`src/rtl/fetch_sequencer.sv`:
```
// Fetch-stage controller: owns the F-stage PC, runs the instruction-memory req/ack handshake
// and loads the F/D register, with delay-slot redirects, stall buffering and address-error tagging.
module fetch_sequencer #(
   parameter logic [31:0] RESET_PC   = 32'h0000_3000,
   parameter logic [31:0] IMEM_BASE  = 32'h0000_3000,
   parameter int unsigned IMEM_WORDS = 4096
) (
   input  logic        clk,
   input  logic        reset,
   input  logic        fd_stall,
   input  logic        redirect_valid,
   input  logic [31:0] redirect_pc,
   output logic        imem_req,
   output logic [31:0] imem_addr,
   input  logic        imem_ack,
   input  logic [31:0] imem_rdata,
   output logic        fd_valid,
   output logic [31:0] fd_pc,
   output logic [31:0] fd_instr,
   output logic        fd_adel
);

   localparam logic [1:0] ST_IDLE = 2'd0;
   localparam logic [1:0] ST_WAIT = 2'd1;
   localparam logic [1:0] ST_HOLD = 2'd2;

   // One past the last legal byte address; 33 bits so a window ending at 4 GiB cannot wrap.
   localparam logic [32:0] IMEM_LIMIT = 33'(IMEM_BASE) + (33'(IMEM_WORDS) << 2);

   logic [1:0]  state;
   logic [31:0] pc;
   logic [31:0] hold_instr;
   logic        hold_adel;
   logic        pending_valid;
   logic [31:0] pending_pc;

   logic        pc_legal;
   logic        fetch_done;
   logic [31:0] fetch_word;
   logic        deliver;
   logic        take_redirect;
   logic [31:0] next_pc;

   assign pc_legal = (pc[1:0] == 2'b00) && (pc >= IMEM_BASE) && ({1'b0, pc} < IMEM_LIMIT);

   // An illegal PC never reaches memory; it completes at once with a zero word and the error flag.
   assign fetch_done    = (state == ST_WAIT) && (!pc_legal || imem_ack);
   assign fetch_word    = pc_legal ? imem_rdata : 32'h0;
   assign deliver       = !fd_stall && (fetch_done || (state == ST_HOLD));
   assign take_redirect = redirect_valid && !fd_stall;
   assign next_pc       = pending_valid ? pending_pc : pc + 32'd4;

   assign imem_req  = (state == ST_WAIT) && pc_legal;
   assign imem_addr = pc;

   // NOTE: every register here uses non-blocking assignment so all updates see pre-edge values.
   always_ff @(posedge clk) begin
      if (reset) begin
         state         <= ST_IDLE;
         pc            <= RESET_PC;
         hold_instr    <= 32'h0;
         hold_adel     <= 1'b0;
         pending_valid <= 1'b0;
         pending_pc    <= 32'h0;
         fd_valid      <= 1'b0;
         fd_pc         <= 32'h0;
         fd_instr      <= 32'h0;
         fd_adel       <= 1'b0;
      end else begin
         case (state)
            ST_IDLE: state <= ST_WAIT;
            ST_WAIT: begin
               if (fetch_done && fd_stall) begin
                  hold_instr <= fetch_word;
                  hold_adel  <= !pc_legal;
                  state      <= ST_HOLD;
               end else if (fetch_done) begin
                  fd_valid <= 1'b1;
                  fd_pc    <= pc;
                  fd_instr <= fetch_word;
                  fd_adel  <= !pc_legal;
               end else if (!fd_stall) begin
                  fd_valid <= 1'b0;
               end
            end
            ST_HOLD: begin
               if (!fd_stall) begin
                  fd_valid <= 1'b1;
                  fd_pc    <= pc;
                  fd_instr <= hold_instr;
                  fd_adel  <= hold_adel;
                  state    <= ST_WAIT;
               end
            end
            default: state <= ST_IDLE;
         endcase

         // The word being delivered is the delay slot; a redirect seen now aims the fetch after it.
         if (deliver) begin
            if (take_redirect) begin
               pc <= redirect_pc;
            end else begin
               pc            <= next_pc;
               pending_valid <= 1'b0;
            end
         end else if (take_redirect) begin
            pending_valid <= 1'b1;
            pending_pc    <= redirect_pc;
         end
      end
   end

endmodule

```
`config.mk`:
```
export PLATFORM = sky130hd
export DESIGN_NAME = fetch_sequencer
export DESIGN_NICKNAME = d
export VERILOG_FILES = /design/src/rtl/fetch_sequencer.sv
export SDC_FILE = /design/constraint.sdc
export NUM_CORES = 1
export LEC_CHECK = 0
export ABC_AREA = 0
export BUFFER_PORTS_ARGS = -buffer_cell sky130_fd_sc_hd__clkbuf_2
export CAP_MARGIN = 25
export CORE_MARGIN = 4
export CORE_UTILIZATION = 58
export CTS_BUF_LIST = sky130_fd_sc_hd__clkbuf_8 sky130_fd_sc_hd__clkbuf_16
export DETAILED_ROUTE_END_ITERATION = 7
export PLACE_DENSITY = 0.84
export REMOVE_ABC_BUFFERS = 1
export SLEW_MARGIN = 20
export SYNTH_ARGS = -nofsm -noshare
export SYNTH_HDL_FRONTEND = slang
export SYNTH_SLANG_ARGS = --single-unit
```
`constraint.sdc`:
```
create_clock -name clk -period 6.6 [get_ports clk]
set_input_delay 1.32 -clock clk [delete_from_list [all_inputs] [get_ports clk]]
set_output_delay 1.32 -clock clk [all_outputs]
set_load 0.01 [all_outputs]
```
After elaboration in Yosys (flattened, before gate mapping)

Index checks and enable logic that the tools add are counted.

Add/subtract/negate cells: 1
Order comparisons: 2
Eq/ne operators: 8
Multiplexer cells: 26
Bitwise gates (word level): 1
Reduce and logical (&&, ||, !) cells: 21

Operators by type and width:

| cell                                                   | number |
|---|---|
| 2-to-1 mux 32 bit                                      | 9 |
| case mux 32 bit (2 select lines)                       | 2 |
| adder 32 x 3 -> 32 bit (second input constant)         | 1 |
| >= comparator 32 x 14 -> 1 bit (second input constant) | 1 |
| < comparator 32 x 15 -> 1 bit (second input constant)  | 1 |
| 2-to-1 mux 1 bit                                       | 10 |
| != test 2 bit (second input constant)                  | 4 |
| AND reduction 2 bit                                    | 4 |
| AND reduction 4 bit                                    | 2 |
| logical AND 1 bit                                      | 7 |
| case mux 2 bit (3 select lines)                        | 1 |
| zero test 2 bit                                        | 2 |
| 2-to-1 mux 2 bit                                       | 2 |
| case mux 1 bit (2 select lines)                        | 2 |
| nonzero test 2 bit                                     | 2 |
| != test 3 bit (second input constant)                  | 1 |
| == test 2 x 1 -> 1 bit (second input constant)         | 1 |
| == test 2 bit (second input constant)                  | 1 |
| zero test 1 bit                                        | 2 |
| logical OR 1 bit                                       | 2 |
| != test 2 x 1 -> 1 bit (second input constant)         | 1 |
| NOT 1 bit                                              | 1 |

Flip-flop bits (word level): 166
Input port bits: 69
Output and inout port bits: 99
Logic and storage cells: 69

Depth between registers and ports, before layout

Depth after elaboration: 10
Depth in mapped cells: 12
Depth with buffers taken out: 7

Worst setup path after synthesis

Ideal clock, no wire load.

Kind: in2reg
From: in redirect_valid
To: reg pending_pc[18]
Setup time: 128 ps
Arrival time: 3539 ps
Data required time: 6472 ps
Slack: 2934 ps
Stages: 11
Path buffers: 6
Path through: clkbuf_1 > nand2b_1 > clkbuf_1 > inv_1 > clkbuf_1 > clkbuf_1 > ha_1 > clkbuf_1 > buf_1 > mux2i_1 > nor2_1

Longest elaborated chain between the ends: 2

Ends and longest elaborated chain:

| item                          | line | RTL |
|---|---|---|
| start, declared               | 11   | `input logic redirect_valid,` |
| logical AND 1 bit             | 50   | `assign take_redirect = redirect_valid && !fd_stall;` |
| AND reduction 2 bit (no line) | --   |  |
| end signal, assigned          | 108  | `pending_pc <= redirect_pc;` |
| end, declared                 | 35   | `logic [31:0] pending_pc;` |

No other way between the ends.
A chain may end at the register's enable or synchronous reset.

Final worst setup path

From: in redirect_valid
To: reg pc[17] (netlist: imem_addr[17])

Longest elaborated chain between the ends: 2

Ends and longest elaborated chain:

| item                 | line | RTL |
|---|---|---|
| logical AND 1 bit    | 50   |  |
| 2-to-1 mux 32 bit    | 100  | `if (take_redirect) begin` |
| end signal, assigned | 101  | `pc <= redirect_pc;` |
| end signal, assigned | 103  | `pc <= next_pc;` |
| end, declared        | 31   | `logic [31:0] pc;` |

No other way between the ends.

==> run_results.csv <==
group,metric,value,unit
clocking,clk_pin_slew,0.06,ns
global_route,grt_antenna_before_repair,0,
yosys,ys_warn_count,0,
clocking,htree_levels,4,
global_route,globalRouteOverflowTotal,0,
timing,fin_crit_sh,62.6,%
finish,syn_to_final_growth,19.5,%
timing,setup_viol,0,
timing,period_needed,4.13,ns
worst_setup_path,rr_endpoint,"imem_addr[13]",
die,dieArea,0.0147,mm2
clocking,cts.sinks,166,
hold_path,holdCritStartpoint,"fd_pc[21]",
global_route,grt_pass1_wl,32000,um
worst_setup_path,slowest_stage,"nor2_1",
timing,setup_tns,0,ns
worst_setup_path,cp.required,6.86,ns
drt,drc_errors,0,
hold_path,hold-path-cell-count,2,
finish,nFillCells,989,
timing,max_freq,242,MHz
timing,slew_violations,0,
placement,dp_hpwl,12500,um
worst_setup_path,worstRegToRegCells,7,
clocking,tritoncts.num_buffers,17,
clocking,clockBufferDepth,2,
placement,port_buffers,167,
drt,avgViaCountPerCell,6.18,
yosys,ys_types,63,
worst_setup_path,cp-end-kind,"register",
drt,ant_nets,0,
yosys,seq_area_frac_synth,44.7,%
die,ios,168,
yosys,syn_area,0.00744,mm2
clocking,cts_hold_buf,0,
placement,placed_cells,1131,
yosys,yosys_register_bits,166,
hold_path,holdPathEnd,"fd_pc[21]",
clocking,post_cts_buffers,0,
power_and_ir_drop,power,2.75,mW
yosys,postSynthAreaPerCell,8.56,um2
timing,hold_slack,0.453,ns
global_route,grt_pass1_vias,6447,
die,coreArea,0.0126,mm2
die,std_cell_rows,41,
worst_setup_path,startpoint_type,"input pin",
timing,max-slew-margin-rel,28.2,%
timing,skew,0.00642,ns
finish,final_layout_size_suffix_gt1_share,25.4,%
power_and_ir_drop,power.density,309,mW/mm2
die,initial_core_util,59.2,%
power_and_ir_drop,leakagePower,3.50,nW
job,cap_violations,0,
yosys,syn_inst,869,
clocking,cts_resized,0,
timing,tightest_slew,1.08,ns
hold_path,min_path_type,"reg -> reg",
worst_setup_path,ff2ff_setup_slack,3.47,ns
clocking,cts_root_buf,"clkbuf_16",
finish,final_cells,1164,
timing,hold_viol,0,
die,dieWidth,121,um
yosys,synth_edf_count,0,
worst_setup_path,cp_cell_sequence,"clkbuf_2, nand2b_1, inv_1, nor2_1, o21ai_0, a21oi_1, a211oi_1",
global_route,grt_start_max_net_pins,109,
global_route,track_usage,27.0,%
timing,rsz0062_at_grt,"no",
worst_setup_path,path_max_fanout,25,
worst_setup_path,slowest_delay,0.88,ns
placement,globalplace.congestion,0.855,
worst_setup_path,critPathArrivalTime,4.39,ns
yosys,synth-async-reset-ratio,0,%
clocking,insertion_delay,0.43,ns
drt,wl,20500,um
drt,num_vias,7197,
worst_setup_path,worstReg2RegStart,"imem_addr[22]",
drt,drtIter0Drc,600,
power_and_ir_drop,ir_drop,219,uV
clocking,cts_tree,"built",
die,die-height,121,um
drt,drt-wirelength-per-cell,17.6,um
yosys,synth-main-ff-cell,"dfxtp_1",
finish,nNetsFinal,1051,
worst_setup_path,crit_type,"in -> reg",
outcome,status,"completed",
drt,dr.pass1.iters,5,
finish,antennaDiodeCount,0,
metal layers:
layer	GRT usage, %	vias up	wire, um
met4	10.8	0	551
met2	42.0	341	9490
met3	8.76	45	1970
met1	34.7	3387	8460
li1	-	3424	-
met5	0	-	0
cell families (layout without fill, tap and decap cells):
family / count (synthesis) / after routing / share of synthesized area, %
AO/OA/AOI/OAI: 232 / 232 / 22.1
XOR/XNOR: 5 / 5 / 0.588
adder cells (fa/ha/maj): 3 / 3 / 0.504
buffers and inverters: 100 / 223 / 5.85
flip-flops: 166 / 166 / 44.7
multiplexers: 35 / 35 / 4.71
AND/OR/NAND/NOR: 328 / 328 / 21.6
critical path: cells and delay by family:
family | cells | cell delay (ns)
AO/OA/AOI/OAI | 3 | 0.54
buffers and inverters | 2 | 0.84
AND/OR/NAND/NOR | 2 | 1.68
worst max path at each step:
stage	from	endpoint	cells past startpoint
3_3_place_gp	redirect_valid	pending_pc[7]	6
3_5_place_dp	redirect_valid	pending_pc[1]	6
5_1_grt	redirect_valid	pending_pc[17]	7
2_1_floorplan	state[1]	pending_pc[0]	6
6_report	redirect_valid	imem_addr[17]	7
4_1_cts	redirect_valid	pending_pc[17]	6
cell usage after synthesis, types with 11 or more instances:
master	instances	area (um2)
nand3_1	14	70.1
nor3_1	41	205
a221oi_1	32	280
mux2i_1	35	350
dfxtp_1	166	3320
buf_2	20	100
inv_1	13	48.8
o211ai_1	11	82.6
nor3b_1	32	240
nand2_1	94	353
a21oi_1	67	335
buf_1	12	45.0
o21ai_0	27	135
clkbuf_1	48	180
nor2_1	88	330
a31o_2	28	245
nand4_1	14	87.6
final cells by class:
type	instances	area [um2]	share of cell area [%]
inverter	15	57.6	0.647
sequential	166	3320	37.4
multi-input combinational	603	3700	41.6
tap	172	215	2.42
clock inverter	12	200	2.25
timing repair buffer	176	930	10.5
clock buffer	20	467	5.25
cells in the final DEF (no fill, tap or decap), drive strengths merged, types with 9 or more instances in the layout:
cell | synthesis | final
nor3 | 41 | 41
buf | 37 | 10
a31o | 33 | 33
a221oi | 33 | 33
a311oi | 9 | 9
mux2i | 35 | 35
nor3b | 32 | 32
dfxtp | 166 | 166
nand4 | 14 | 14
nor2 | 88 | 88
o211ai | 11 | 11
clkbuf | 48 | 186
nand2 | 94 | 94
nor4 | 10 | 10
a21oi | 67 | 67
o21ai | 27 | 27
nand3 | 16 | 16
inv | 13 | 14
metrics by stage:
stage | area, um2 | worst slack, ns | util (%)
after detailed placement | 8190 | 2.04 | 65.2
after CTS | 8860 | 2.49 | 70.5
after global routing | 8890 | 2.40 | 70.7
final | 8890 | 2.47 | 70.7
after global placement | 8190 | 2.22 | 65.2
after floorplan | 7060 | -0.133 | -
state kept, by name, indices dropped and copies added (netlist names):
signal and cells:
fd_adel 1, fd_instr 32, fd_pc 32, fd_valid 1, hold_adel 1, hold_instr 32, imem_addr 32, pending_pc 32
pending_valid 1, state 2
where the power goes:
part | internal, mW | total (mW) | switching [mW]
clock network | 0.701 | 1.11 | 0.404
logic | 0.181 | 0.497 | 0.316
registers | 1.08 | 1.15 | 0.0693
Note: power is estimated with default switching activity, not from simulation.
